**src/rtl/mode_mux.sv**
```systemverilog
// 4-way arbiter fused with a data mux: fixed-priority or round-robin selection, registered grant/data.
// Optional macro MODE_MUX_VALID_EN adds a registered `valid` output equal to |grant.
module mode_mux #(
  parameter int NUM_REQ = 4,
  parameter int DATA_W  = 8
) (
  input  logic                 clk,
  input  logic                 rst,
  input  logic                 mode,
  input  logic [NUM_REQ-1:0]   req,
  input  logic [DATA_W-1:0]    data_in [NUM_REQ-1:0],
  output logic [DATA_W-1:0]    data_out,
`ifdef MODE_MUX_VALID_EN
  output logic [NUM_REQ-1:0]   grant,
  output logic                 valid
`else
  output logic [NUM_REQ-1:0]   grant
`endif
);

  localparam int IDX_W = (NUM_REQ > 1) ? $clog2(NUM_REQ) : 1;

  logic [NUM_REQ-1:0] r_grant;
  logic [DATA_W-1:0]  r_data;
  logic [IDX_W-1:0]   r_last;
  int                 w_start;
  logic               w_found;
  logic [IDX_W-1:0]   w_idx;

  // Fixed priority always searches from index 0; round robin starts just past the last winner.
  always_comb begin
    // NOTE: every combinational output gets a default first so no path can infer a latch.
    w_start = 0;
    w_found = 1'b0;
    w_idx   = '0;
    if (mode) begin
      w_start = (int'(r_last) + 1) % NUM_REQ;
    end
    for (int k = 0; k < NUM_REQ; k++) begin
      if (!w_found && req[(w_start + k) % NUM_REQ]) begin
        w_found = 1'b1;
        w_idx   = IDX_W'((w_start + k) % NUM_REQ);
      end
    end
  end

  // NOTE: state is updated with non-blocking assignments so every register sees pre-edge values.
  always_ff @(posedge clk) begin
    if (rst) begin
      r_grant <= '0;
      r_data  <= '0;
      r_last  <= IDX_W'(NUM_REQ - 1);
    end else begin
      r_grant <= '0;
      r_data  <= '0;
      if (w_found) begin
        r_grant[w_idx] <= 1'b1;
        r_data         <= data_in[w_idx];
        r_last         <= w_idx;
      end
    end
  end

  assign grant    = r_grant;
  assign data_out = r_data;

`ifdef MODE_MUX_VALID_EN
  logic r_valid;

  always_ff @(posedge clk) begin
    if (rst) begin
      r_valid <= 1'b0;
    end else begin
      r_valid <= w_found;
    end
  end

  assign valid = r_valid;
`endif

endmodule

```
**config.mk**
```make
export PLATFORM = sky130hd
export DESIGN_NAME = mode_mux
export DESIGN_NICKNAME = d
export VERILOG_FILES = /design/src/rtl/mode_mux.sv
export SDC_FILE = /design/constraint.sdc
export NUM_CORES = 1
export LEC_CHECK = 0
export ABC_CLOCK_PERIOD_IN_PS = 5430
export CAP_MARGIN = 20
export CORE_UTILIZATION = 43
export CTS_BUF_LIST = sky130_fd_sc_hd__clkbuf_2
export CTS_CLUSTER_SIZE = 8
export DETAILED_ROUTE_END_ITERATION = 12
export PLACE_DENSITY = 0.9
export SYNTH_ARGS = -nofsm -noshare
export SYNTH_HDL_FRONTEND = slang
export SYNTH_SLANG_ARGS = --single-unit
```
**constraint.sdc**
```tcl
create_clock -name clk -period 5.43 [get_ports clk]
set_clock_uncertainty 0.05 [all_clocks]
set_input_delay 1.086 -clock clk [delete_from_list [all_inputs] [get_ports clk]]
set_output_delay 1.086 -clock clk [all_outputs]
set_load 0.01 [all_outputs]
```
==> metrics, run 1 <==
result of the run finished clean; count of pins over their slew limit 0; launch instance of the worst min-delay path r_last[0]; wire length reported by the detailed router around 2300 um; Initial DRT Pass Iterations 4; initial core utilization a little under half; initial antenna violation count 0; post_cts resized 0; unrepaired setup endpoints after global routing false; Syn Area/Cell between 9 and 10 um^2; fraction of final layout cells with drive strength greater than 1 8.67%; area of the die around 0.0024 mm^2; total of endpoints with negative setup slack in the final report 0; fraction of registers with async set or reset after synthesis 0%; number of top-level pins 51; most used flip-flop cell after synthesis sky130_fd_sc_hd__dfxtp_1; kind of cell with the highest combined delay on the critical path multiplexers; sum of buffers and inverters on the critical path 1; hold violation count in the final report 0; Reg2Reg Setup Slack just under 3 ns; proportion of synthesized chip area in sequential cells between 20% and 30%; maximum net fanout on the critical path 20; tightest slew margin relative to the limit 68.6%; # diodes 0; routed length on met1 930 um; Place WS around 1.6 ns; list of cells traversed by the critical path clkdlybuf4s50_1 > nor2b_1 > mux4_2 > o21ai_2 > o311a_4 > mux2i_1 > o22ai_1; critical-path cell with the highest stage delay sky130_fd_sc_hd__clkdlybuf4s50_1; nets 190; area inside the core boundary a little over 0.002 mm^2; H-tree levels 1; via density per instance 5.39; Final Critical Period approximately 3.6 ns; first-pass GRT wire length 3900 um; Worst Setup Slack, final 1.85 ns; endpoint arrival time on the critical path about 3.7 ns; Max Used Layer met4; overall track demand over capacity in global routing 21.0%; flip-flop and latch count after synthesis 14; clock sink count 14; CTS tree done; count of input and output buffers 50; WL/cell 13.1 um; period utilization approximately two thirds; via total after detailed routing about 950; LEAKAGE approximately 0.62 nW; grt ovf 0; last weighted congestion value of the routability-driven placer 1.01; Hold-fix buffers, CTS 0; endpoint kind of the worst setup timing path register; metal3 WL between 200 and 250 um; CP required around 5.5 ns; count of mapped cells out of synthesis 104; worst setup path startpoint mode; via count of the first global-routing pass between 900 and 1000; FP Rows 16; kind of start point of the critical path input pin; post-detailed-route count of antenna-violating nets 0; number of synthesis warnings 0; number of remaining DRC errors 0; area growth from synthesis to final layout 50.6%; critical setup path kind input pin to register; detailed route wirelength on metal2 around 1200 um; CTS buffer count 3; number of max-cap violations 0; buffer count from post-CTS setup fixing 0; combined area of all synthesized cells around 970 um^2; Crit Reg-Reg Startpoint r_last[0]; largest buffer count on any clock path 2; EDFF count, synth 0; critical path's largest stage delay 0.66 ns; CTS clk-pin slew, worst paths 0.13 ns; Pwr per Cell Area ~260 mW/mm^2; latest clock arrival within the worst-skew pair 0.27 ns; Chip Width roughly 49 um; IR Drop Worst-Case VDD roughly 0.17 mV; number of DRC violations after detailed-routing iteration 0 14; pin slew with the least headroom to its limit approximately 0.47 ns; pin count of the biggest net entering global routing 21; upper clock frequency limit between 0.2 and 0.3 GHz; setup tns final 0 ns; detailed placer's ending HPWL between 1500 and 2000 um; Vert. Die Dim 49.4 um; Final Total Pwr roughly 0.00039 W; count of distinct cell types in the synthesized netlist 34; clk root buf sky130_fd_sc_hd__clkbuf_2; net count of the mapped netlist ~140; Hold/Removal Path Class register to register
[final timing paths]
path / cells past startpoint / to
worst max-delay path: 7 / data_out[2]
worst min-delay path: 2 / r_last[0]
worst max register to register: 6 / data_out[2]
worst min register to register: 2 / r_last[0]
[state kept, by name, indices dropped and copies added (netlist names)]
| name | flops |
|---|---|
| grant | 4 |
| data_out | 8 |
| r_last | 2 |
[power by group]
group	internal, W	switching, W
Clock	0.0000160	0.0000328
Sequential	0.000124	0.0000147
Combinational	0.000112	0.0000868
[metal layers]
metal | vias to the layer above | GRT usage (%)
met5 | - | 0
met4 | 0 | 5.71
met3 | 2 | 6.85
met2 | 51 | 38.4
met1 | 424 | 22.8
li1 | 477 | -
[metrics by stage]
stage / cell area [um^2] / std cells / utilization [%] / hold WS [ns]
2_1_floorplan: 966 / 104 / - / 0.533
3_3_place_gp: 1440 / 173 / 70.3 / 0.566
3_5_place_dp: 1440 / 173 / 70.3 / 0.575
4_1_cts: 1460 / 177 / 71.3 / 0.589
5_1_grt: 1460 / 177 / 71.3 / 0.640
6_report: 1460 / 177 / 71.3 / 0.596
[final cells by class]
class                      count  area, um^2
sequential                    14         280
tap                           27        33.8
clock buffer                   3        15.0
inverter                       4        15.0
fill                         160         587
clock inverter                 1        3.75
multi-input combinational     78         607
timing repair buffer          50         500
[Yosys cell counts, types with 2 or more instances]
| library cell | n | area share, % |
|---|---|---|
| sky130_fd_sc_hd__nand2_1 | 9 | 3.5 |
| sky130_fd_sc_hd__dfxtp_1 | 14 | 29 |
| sky130_fd_sc_hd__o22ai_1 | 10 | 6.5 |
| sky130_fd_sc_hd__buf_6 | 4 | 4.7 |
| sky130_fd_sc_hd__o21ai_0 | 3 | 1.6 |
| sky130_fd_sc_hd__nand2b_1 | 3 | 1.9 |
| sky130_fd_sc_hd__nor2b_1 | 2 | 1.3 |
| sky130_fd_sc_hd__a211o_1 | 2 | 1.8 |
| sky130_fd_sc_hd__a21oi_1 | 2 | 1.0 |
| sky130_fd_sc_hd__nor2_1 | 9 | 3.5 |
| sky130_fd_sc_hd__a311oi_2 | 2 | 3.1 |
| sky130_fd_sc_hd__and3b_1 | 2 | 1.8 |
| sky130_fd_sc_hd__buf_2 | 3 | 1.6 |
| sky130_fd_sc_hd__inv_1 | 3 | 1.2 |
| sky130_fd_sc_hd__mux2i_1 | 17 | 18 |
[logic make-up (layout without fill, tap and decap cells)]
| group | count (synthesis) | after routing | share of synthesized area, % |
|---|---|---|---|
| buffers and inverters | 12 | 58 | 8.16 |
| and+or+nand+nor | 30 | 30 | 16.6 |
| muxes | 20 | 20 | 22.7 |
| AOI/OAI and AO/OA | 28 | 28 | 23.6 |
| DFF | 14 | 14 | 29.0 |
[worst min-delay path: cells and delay by family (launching register included)]
| family | cells | cell delay (ns) |
|---|---|---|
| flip-flops | 1 | 0.44 |
| AND/OR/NAND/NOR | 2 | 0.17 |
[placed cells by master (no fill, tap or decap), drive strengths merged]
cell           instances
o21ai                  5
a311oi                 2
nand2                  9
mux2                   2
clkdlybuf4s50         50
a21boi                 1
mux4                   1
a221oi                 1
nor2b                  2
mux2i                 17
clkinv                 1
and3b                  2
nor2                   9
a211o                  2
o221ai                 1
nor4bb                 1
clkbuf                 3
a21oi                  2
o22ai                 10
o311a                  1
and2                   1
a32o                   1
a21bo                  1
o211ai                 1
inv                    4
nor4b                  1
nand3                  1
dfxtp                 14
nand2b                 4
No activity file was read; power rests on OpenSTA's default activity.
==> run 2: changes to the inputs <==
==> config.mk (replaced) <==
export PLATFORM = sky130hd
export DESIGN_NAME = mode_mux
export DESIGN_NICKNAME = d
export VERILOG_FILES = /design/src/rtl/mode_mux.sv
export SDC_FILE = /design/constraint.sdc
export NUM_CORES = 1
export LEC_CHECK = 0
export ABC_CLOCK_PERIOD_IN_PS = 3020
export CAP_MARGIN = 20
export CORE_ASPECT_RATIO = 1.75
export CORE_UTILIZATION = 36
export CTS_BUF_LIST = sky130_fd_sc_hd__clkbuf_2
export CTS_CLUSTER_SIZE = 8
export DETAILED_ROUTE_END_ITERATION = 12
export PLACE_DENSITY = 0.8
export SYNTH_ARGS = -nofsm -noshare
export SYNTH_HDL_FRONTEND = slang
export SYNTH_SLANG_ARGS = --single-unit
==> constraint.sdc (replaced) <==
create_clock -name clk -period 3.02 [get_ports clk]
set_clock_uncertainty 0.05 [all_clocks]
set_input_delay 0.604 -clock clk [delete_from_list [all_inputs] [get_ports clk]]
set_output_delay 0.604 -clock clk [all_outputs]
set_load 0.01 [all_outputs]
==> run 2 against run 1 <==
  * Clock power increased by 81%
  * Routed wire length increased by 4.9%
  * Final cell count increased by 1.1%
  * Non-clock buffer count increased by 3
  * Combinational power increased by 82%
  * Register-to-register slack got worse by 2.2 ns
  * Sequential cell count unchanged
  * Core utilization decreased by 13 points
  * Worst hold slack improved by 0.014 ns
  * Cell area increased by 1.5%
  * Largest cell class unchanged
  * Count of clock-buffer cells in the layout unchanged
  * Highest routed layer unchanged
  * Sequential power increased by 80%
==> metrics, run 2 (synthesized netlist as in run 1, its figures left out) <==
result of the run finished clean; overall track demand over capacity in global routing 19.2% (-1.7 points); number of DRC violations after detailed-routing iteration 0 11 (-3); fill cell count 261 (+63%); wire length reported by the detailed router 2440 um (+4.9%); Vert. Die Dim 70.5 um (+43%); CTS buffer count 3 (unchanged); setup tns final 0 ns (unchanged); latest clock arrival within the worst-skew pair 0.28 ns (about the same); period utilization between 80% and 90%; tightest slew margin relative to the limit 68.4% (-0.20 points); first-pass GRT wire length 3950 um (+1.2%); unrepaired setup endpoints after global routing false; detailed placer's ending HPWL 2020 um (+9.6%); Final Total Pwr 0.000701 W (+82%); endpoint arrival time on the critical path 2.71 ns (-0.98 ns); WL/cell 13.6 um (+3.8%); Largest register FFs 8 (unchanged); clock sink count 14 (unchanged); worst setup path startpoint req[2]; number of cells in the design after placement 175 (+1.2%); fraction of final layout cells with drive strength greater than 1 10.5% (+1.8 points); count of pins over their slew limit 0 (unchanged); # diodes 0 (unchanged); Hold-fix buffers, CTS 0 (unchanged); via count of the first global-routing pass 978 (+7.2%); Pwr per Cell Area 475 mW/mm^2 (+79%); FP Rows 24 (+8); Reg2Reg Setup Slack 0.69 ns (-2.22 ns); area inside the core boundary 0.00252 mm^2 (+24%); pin slew with the least headroom to its limit 0.474 ns (+0.00325 ns); buffer count from post-CTS setup fixing 0 (unchanged); critical setup path kind input pin to register; hold violation count in the final report 0 (unchanged); maximum net fanout on the critical path 10 (-50%); IR Drop Worst-Case VDD 0.246 mV (+46%); area of the die 0.00290 mm^2 (+19%); CTS clk-pin slew, worst paths 0.13 ns (about the same); clk root buf sky130_fd_sc_hd__clkbuf_2; Chip Width 41.2 um (-17%); Final Critical Period ~2.6 ns; Hold/Removal Path Class register to register; Crit Reg-Reg Startpoint r_last[0]; upper clock frequency limit around 0.39 GHz; pin count of the biggest net entering global routing 21 (unchanged); count of input and output buffers 50 (unchanged); Worst Reg-to-Reg Cells 7 (+1); CTS tree done; number of max-cap violations 0 (unchanged); Reg2Reg Capture Point data_out[1]; nets 193 (+1.6%); destination of the critical timing path data_out[1]; area growth from synthesis to final layout 52.9%; number of top-level pins 51 (unchanged); via total after detailed routing 983 (+3.0%); LEAKAGE 0.637 nW (+2.5%); grt ovf 0 (unchanged); endpoint kind of the worst setup timing path register; total of endpoints with negative setup slack in the final report 0 (unchanged); last weighted congestion value of the routability-driven placer 0.833 (-18%); CP required 3.14 ns (-2.39 ns); initial core utilization 38.3% (-9.0 points); H-tree levels 1 (unchanged); post-detailed-route count of antenna-violating nets 0 (unchanged); kind of start point of the critical path input pin; via density per instance 5.49 (+1.9%); largest buffer count on any clock path 2 (unchanged); number of remaining DRC errors 0 (unchanged); initial antenna violation count 0 (unchanged); Initial DRT Pass Iterations 4 (unchanged); leading cell type in the layout, fill and taps excluded sky130_fd_sc_hd__clkdlybuf4s50_1; non-filler instance count after layout 179 (+1.1%); most used cells in the layout excluding fill and tap cells sky130_fd_sc_hd__clkdlybuf4s50_1, sky130_fd_sc_hd__mux2i_1, sky130_fd_sc_hd__dfxtp_1; post_cts resized 0 (unchanged)
-- run 2: worst max-delay path, stage by stage --
cell,delay (ns)
sky130_fd_sc_hd__clkdlybuf4s50_1,0.60
sky130_fd_sc_hd__inv_1,0.12
sky130_fd_sc_hd__a311oi_2,0.38
sky130_fd_sc_hd__nand2_1,0.12
sky130_fd_sc_hd__a311oi_2,0.39
sky130_fd_sc_hd__a211o_1,0.38
sky130_fd_sc_hd__o22ai_1,0.12
-- run 2: worst min-delay path by stage --
stage | end | slack [ns] | start | cells past startpoint
floorplan | r_last[0] | 0.53 | r_last[0] | 3
global placement | r_last[0] | 0.58 | r_last[0] | 2
detailed placement | r_last[0] | 0.60 | r_last[0] | 2
CTS | r_last[0] | 0.62 | r_last[0] | 2
global route | r_last[0] | 0.63 | r_last[0] | 2
finish | r_last[0] | 0.61 | r_last[0] | 2
-- run 2: final cells by class --
| class | count | area, um^2 | area share [%] |
|---|---|---|---|
| Clock buffer | 3 | 15.0 | 1.02 |
| Sequential cell | 14 | 280 | 19.0 |
| Inverter | 4 | 15.0 | 1.02 |
| Clock inverter | 1 | 3.75 | 0.254 |
| Timing Repair Buffer | 53 | 523 | 35.4 |
| Tap cell | 26 | 32.5 | 2.20 |
| Multi-Input combinational cell | 78 | 607 | 41.1 |
-- run 2: metrics by stage --
stage	util (%)	instance area (um^2)	hold WS, ns	setup WS [ns]
after floorplan	-	966	0.533	0.751
after global placement	57.8	1460	0.582	0.144
after detailed placement	57.8	1460	0.596	0.0855
after CTS	58.5	1480	0.617	0.412
after global routing	58.5	1480	0.633	0.299
final	58.5	1480	0.610	0.430
-- run 2: routing by layer --
layer	share of wire [%]	wire length, um	track usage, %	up-vias
met5	0	0	0	-
met4	1.8	44	7.53	0
met3	8.8	214	5.08	4
met2	57	1380	35.6	52
met1	33	800	17.5	445
li1	-	-	-	482
-- run 2: power breakdown --
part	internal (W)	switching, W
combinational	0.000205	0.000158
clock	0.0000287	0.0000598
sequential	0.000222	0.0000266
==> run 3: changes to the inputs <==
--- a/config.mk
+++ b/config.mk
@@ -10,7 +10,7 @@
 export CORE_ASPECT_RATIO = 1.75
 export CORE_UTILIZATION = 36
 export CTS_BUF_LIST = sky130_fd_sc_hd__clkbuf_2
-export CTS_CLUSTER_SIZE = 8
+export CTS_CLUSTER_SIZE = 30
 export DETAILED_ROUTE_END_ITERATION = 12
 export PLACE_DENSITY = 0.8
 export SYNTH_ARGS = -nofsm -noshare
==> results of run 3 <==
The final DEF is identical to that of run 2; final timing and power are the same.
